`config.mk`:
```
export PLATFORM = sky130hd
export DESIGN_NAME = restoring_div_core_flat
export DESIGN_NICKNAME = d
export VERILOG_FILES = /design/src/rtl/restoring_div_core_if.sv /design/src/rtl/restoring_div_core.sv /design/src/flat_wrapper.sv
export SDC_FILE = /design/constraint.sdc
export NUM_CORES = 1
export LEC_CHECK = 0
export BUFFER_PORTS_ARGS = -buffer_cell sky130_fd_sc_hd__buf_2
export CORE_MARGIN = 5
export CORE_UTILIZATION = 40
export CTS_CLUSTER_DIAMETER = 150
export CTS_CLUSTER_SIZE = 20
export DETAILED_ROUTE_END_ITERATION = 8
export PLACE_DENSITY_LB_ADDON = 0.12
export SYNTH_ARGS = -nofsm -noshare
export SYNTH_HDL_FRONTEND = slang
export SYNTH_SLANG_ARGS = --single-unit
```
`constraint.sdc`:
```
create_clock -name clk_i -period 7.9 [get_ports clk_i]
set_clock_uncertainty 0.2 [all_clocks]
set_input_delay 1.58 -clock clk_i [delete_from_list [all_inputs] [get_ports clk_i]]
set_output_delay 1.58 -clock clk_i [all_outputs]
set_load 0.05 [all_outputs]
```
`src/rtl/restoring_div_core_if.sv`:
```
// rtl/restoring_div_core_if.sv - request/result bundle between the CSR block and the divider
interface restoring_div_core_if #(
  parameter int XLEN = 32
);
  logic            start_i;
  logic [XLEN-1:0] dividend_i;
  logic [XLEN-1:0] divisor_i;
  logic            busy_o;
  logic            done_o;
  logic            fini_o;
  logic [XLEN-1:0] quotient_o;
  logic [XLEN-1:0] remainder_o;
  logic            div_by_zero_o;

  modport master (
    output start_i, dividend_i, divisor_i,
    input  busy_o, done_o, fini_o, quotient_o, remainder_o, div_by_zero_o
  );

  modport slave (
    input  start_i, dividend_i, divisor_i,
    output busy_o, done_o, fini_o, quotient_o, remainder_o, div_by_zero_o
  );
endinterface

```
`src/rtl/restoring_div_core.sv`:
```
// rtl/restoring_div_core.sv - unsigned radix-2 restoring divider, one quotient bit per clock
module restoring_div_core #(
  parameter int XLEN = 32
) (
  input  logic                 clk_i,
  input  logic                 reset_i,
  restoring_div_core_if.slave  div_if
);
  localparam int CNTW = $clog2(XLEN + 1);

  typedef enum logic [1:0] {
    S_IDLE = 2'd0,
    S_CALC = 2'd1,
    S_DONE = 2'd2
  } state_t;

  state_t          r_state;
  logic [XLEN-1:0] r_div;
  logic [XLEN-1:0] r_q;
  logic [XLEN-1:0] r_rem;
  logic [CNTW-1:0] r_cnt;
  logic            r_busy;
  logic            r_done;
  logic            r_fini;
  logic            r_dbz;
  logic [XLEN-1:0] r_quot;
  logic [XLEN-1:0] r_remo;

  logic [XLEN:0]   w_trial;
  logic [XLEN:0]   w_diff;
  logic            w_ge;
  logic [XLEN-1:0] w_rem_next;
  logic [XLEN-1:0] w_q_next;
  logic            w_accept;

  // Partial remainder stays below the divisor, so the trial difference's top
  // bit is a clean borrow flag: clear means the trial value covered the divisor.
  assign w_trial    = {r_rem, r_q[XLEN-1]};
  assign w_diff     = w_trial - {1'b0, r_div};
  assign w_ge       = ~w_diff[XLEN];
  assign w_rem_next = w_ge ? w_diff[XLEN-1:0] : w_trial[XLEN-1:0];
  assign w_q_next   = {r_q[XLEN-2:0], w_ge};
  assign w_accept   = div_if.start_i && (r_state != S_CALC);

  always_ff @(posedge clk_i) begin
    if (reset_i) begin
      r_state <= S_IDLE;
      r_div   <= '0;
      r_q     <= '0;
      r_rem   <= '0;
      r_cnt   <= '0;
      r_busy  <= 1'b0;
      r_done  <= 1'b0;
      r_fini  <= 1'b0;
      r_dbz   <= 1'b0;
      r_quot  <= '0;
      r_remo  <= '0;
    end else begin
      r_done <= 1'b0;
      if (w_accept) begin
        if (div_if.divisor_i != '0) begin
          r_div   <= div_if.divisor_i;
          r_q     <= div_if.dividend_i;
          r_rem   <= '0;
          r_cnt   <= CNTW'(XLEN);
          r_fini  <= 1'b0;
          r_dbz   <= 1'b0;
          r_busy  <= 1'b1;
          r_state <= S_CALC;
        end else begin
          // Divide by zero completes immediately with the conventional all-ones quotient.
          r_quot  <= '1;
          r_remo  <= div_if.dividend_i;
          r_dbz   <= 1'b1;
          r_done  <= 1'b1;
          r_fini  <= 1'b1;
          r_busy  <= 1'b0;
          r_state <= S_DONE;
        end
      end else if (r_state == S_CALC) begin
        r_rem <= w_rem_next;
        r_q   <= w_q_next;
        r_cnt <= r_cnt - CNTW'(1);
        if (r_cnt == CNTW'(1)) begin
          r_quot  <= w_q_next;
          r_remo  <= w_rem_next;
          r_done  <= 1'b1;
          r_fini  <= 1'b1;
          r_busy  <= 1'b0;
          r_state <= S_DONE;
        end
      end
    end
  end

  assign div_if.busy_o        = r_busy;
  assign div_if.done_o        = r_done;
  assign div_if.fini_o        = r_fini;
  assign div_if.quotient_o    = r_quot;
  assign div_if.remainder_o   = r_remo;
  assign div_if.div_by_zero_o = r_dbz;
endmodule

```
`src/flat_wrapper.sv`:
```
// flat-port wrapper written by rule: the top's interface ports become plain ports
module restoring_div_core_flat 
#(
  parameter int XLEN = 32
)
  (clk_i, reset_i, div_if_start_i, div_if_dividend_i, div_if_divisor_i, div_if_busy_o, div_if_done_o, div_if_fini_o, div_if_quotient_o, div_if_remainder_o, div_if_div_by_zero_o);
  restoring_div_core_if #(.XLEN(XLEN)) div_if_i ();
  input  logic clk_i;
  input  logic reset_i;
  input wire logic [$bits(div_if_i.start_i)-1:0] div_if_start_i;
  input wire logic [$bits(div_if_i.dividend_i)-1:0] div_if_dividend_i;
  input wire logic [$bits(div_if_i.divisor_i)-1:0] div_if_divisor_i;
  output wire logic [$bits(div_if_i.busy_o)-1:0] div_if_busy_o;
  output wire logic [$bits(div_if_i.done_o)-1:0] div_if_done_o;
  output wire logic [$bits(div_if_i.fini_o)-1:0] div_if_fini_o;
  output wire logic [$bits(div_if_i.quotient_o)-1:0] div_if_quotient_o;
  output wire logic [$bits(div_if_i.remainder_o)-1:0] div_if_remainder_o;
  output wire logic [$bits(div_if_i.div_by_zero_o)-1:0] div_if_div_by_zero_o;
  assign div_if_i.start_i = div_if_start_i;
  assign div_if_i.dividend_i = div_if_dividend_i;
  assign div_if_i.divisor_i = div_if_divisor_i;
  assign div_if_busy_o = div_if_i.busy_o;
  assign div_if_done_o = div_if_i.done_o;
  assign div_if_fini_o = div_if_i.fini_o;
  assign div_if_quotient_o = div_if_i.quotient_o;
  assign div_if_remainder_o = div_if_i.remainder_o;
  assign div_if_div_by_zero_o = div_if_i.div_by_zero_o;
  restoring_div_core #(.XLEN(XLEN)) u_core (.clk_i(clk_i), .reset_i(reset_i), .div_if(div_if_i));
endmodule
```
==> impl_metrics.py <==
metrics = {
    "die": {
        "ios": 135,
        "die_area_sq_mm": 0.0250,
        "placementRows": 54,
        "start_util_pct": 40.4,
        "core_sq_mm": 0.0218,
        "die_x_um": 158,
        "dieHeight_um": 158,
    },
    "logic_synthesis": {
        "yosysUniqueCellTypes": 62,
        "synthArstFlopShare_pct": 0,
        "yosysSeqAreaShare_pct": 38.7,
        "synth_top_family_by_area": "simple AND/OR/NAND/NOR gates",
        "synth_area_leaders": "dfxtp_1, nand2_1, ha_1, nor3_1, a21oi_1",
        "synth.most_common_cell": "nand2_1",
        "synth_edf_count": 0,
        "synthAdderAreaFrac_pct": 5.07,
        "yosys_warnings": 0,
        "netlist_area_sq_mm": 0.00879,
        "ys_seq_elements": 170,
        "synthCells": 1129,
        "synth_compound_area_share_pct": 20.9,
        "muxShareOfSynthArea_pct": 2.86,
        "synth_xor_area_share_pct": 2.99,
        "synthFlopType": "dfxtp_1",
        "synthTopCellsByCount": "nand2_1, dfxtp_1, nor2_1, nor3_1, a21oi_1",
        "yosys.area.top_type_share_pct": 38.7,
        "synthSimpleGateAreaFrac_pct": 23.9,
        "syn-num-nets": 1231,
        "synth_largest_area_cell": "dfxtp_1",
        "postSynthAreaPerCell_sq_um": 7.79,
    },
    "drt": {
        "drt_iter0_markers": 515,
        "wl_met1_um": 13200,
        "dr.pass1.iters": 4,
        "ant_nets": 0,
        "routed-wl-met3_um": 1300,
        "top_layer_used": "met4",
        "met2_length_um": 10300,
        "drcViolationCount": 0,
        "post_drt_wl_per_cell_um": 16.6,
        "routed_wl_um": 24900,
        "viasPerCell": 5.34,
        "num_vias": 8020,
    },
    "timing": {
        "fin_tns_setup_ps": 0,
        "period_share_pct": 57.2,
        "grt_setup_unrepaired": "no",
        "drv_slew": 0,
        "hold_violations": 0,
        "setup_viol": 0,
        "fmax_mhz": 221,
        "tightest_slew_ps": 1120,
        "min_period_ps": 4520,
        "slew_headroom_pct": 25.5,
    },
    "global_routing": {
        "first_global_vias": 7382,
        "antenna_found_initial": 0,
        "grt_pass1_wl_um": 40100,
        "grt_max_degree": 91,
        "overflow": 0,
        "grt_use_total_pct": 19.8,
    },
    "power": {
        "power.density_mw_per_mm2": 279,
        "ir_drop_mv": 0.117,
        "leakage_nw": 4.10,
        "total_power_mw": 2.84,
    },
    "setup_path": {
        "path_class": "register to register",
        "critPathMaxFanout": 39,
        "cp.arrival_ps": 4600,
        "start_kind": "register",
        "critPathRequiredTime_ps": 7980,
        "critPathCaptureType": "register",
    },
    "placement": {
        "place_inst": 1469,
        "place.detailed.hpwl_um": 17900,
        "place.gp.congestion": 0.880,
        "dpl_cell_area_sq_mm": 0.00959,
        "port_buffers": 134,
    },
    "clock_network": {
        "cts_setup_buffers": 0,
        "cts_tree": "done",
        "clkSinkCount": 170,
        "htree_levels": 4,
        "cts_root_buf": "clkbuf_16",
        "hold_buffers": 0,
        "clk-insertion-delay-late_ps": 440,
        "clockBufferDepth": 2,
        "cts_buffers": 17,
        "postCtsResizedCells": 0,
        "clk_pin_slew_ps": 70,
    },
    "cells_and_area": {
        "fillCellCount": 2285,
        "fin_nets": 1310,
        "diodes": 0,
        "layout.cells.non_filler": 1501,
        "area_growth_pct": 15.9,
        "final_layout_size_suffix_gt1_share_pct": 15.7,
        "final_cell_area_sq_mm": 0.0102,
    },
    "run": {
        "drv_cap": 0,
    },
    "hold_path": {
        "hold_class": "register to register",
    },
    "run_status": {
        "status": "finished, final reports clean",
    },
}
-- final timing paths --
| check | cells after the start | startpoint | to | slack [ps] |
|---|---|---|---|---|
| worst min register to register | 2 | u_core.r_div[23] | u_core.r_div[23] | 250 |
| worst max-delay path | 13 | u_core.r_q[31] | u_core.r_rem[7] | 3380 |
| worst max register to register | 13 | u_core.r_q[31] | u_core.r_rem[7] | 3380 |
| worst min-delay path | 2 | u_core.r_div[23] | u_core.r_div[23] | 250 |
-- state kept, by name (all words and copies together), names as in the netlist --
name	count
u_core.r_div	32
u_core.div_if.busy_o	1
u_core.div_if.remainder_o	32
u_core.r_rem	32
u_core.r_cnt	6
u_core.div_if.div_by_zero_o	1
u_core.r_q	32
u_core.div_if.quotient_o	32
u_core.div_if.done_o	1
u_core.div_if.fini_o	1
-- critical path: stages (launching register included) --
cell      delay, ps
dfxtp_1         370
inv_1            80
ha_1            160
inv_1            50
fa_1            430
a211oi_2        250
o21a_2          220
a211oi_2         90
nor3_4          300
a211oi_1        150
o31ai_2         540
and2_2          990
mux2i_1         430
o21ai_1         110
-- metal layers --
layer / track usage [%] / up-vias
li1: - / 4189
met1: 31.4 / 3624
met2: 27.7 / 186
met3: 3.45 / 21
met4: 4.18 / 0
met5: 0 / -
-- where the power goes --
group / internal [mW] / total [mW] / switching, mW
clock: 0.453 / 0.862 / 0.409
combinational: 0.364 / 0.991 / 0.627
sequential: 0.928 / 0.984 / 0.0561
-- per-stage QoR --
stage	setup slack (ps)	hold WS [ps]	util, %
after floorplan	4380	236	-
after global placement	3000	243	44.1
after detailed placement	3000	247	44.1
after CTS	3360	257	46.8
after global routing	2980	278	46.8
final	3380	253	46.8
-- area by class of cell --
cell class / count / area [sq um] / area share (%)
Multi-Input combinational cell: 833 / 4930 / 48.4
Sequential cell: 170 / 3400 / 33.4
Timing Repair Buffer: 144 / 748 / 7.34
Clock buffer: 17 / 425 / 4.18
Tap cell: 280 / 350 / 3.44
Clock inverter: 15 / 171 / 1.68
Inverter: 42 / 158 / 1.55
-- placed cells by master (no fill, tap or decap), types with 12 or more instances in the layout --
cell	count
inv_1	42
nor4_1	12
o21ai_1	60
a21oi_1	72
nor3_1	79
nand2_1	181
o21ai_0	23
a21o_1	16
buf_2	133
a311oi_1	37
a31oi_1	33
nand3_1	16
nor4b_1	23
xnor2_1	24
clkbuf_16	17
mux2i_1	24
dfxtp_1	170
nor2_1	94
ha_1	34
-- cell families after synthesis --
| family | after synthesis |
|---|---|
| AO/OA/AOI/OAI | 291 |
| XOR/XNOR | 30 |
| adder cells (fa/ha/maj) | 35 |
| buffers and inverters | 126 |
| flip-flops | 170 |
| multiplexers | 25 |
| AND/OR/NAND/NOR | 452 |
Power figures use the tool's default switching activity.
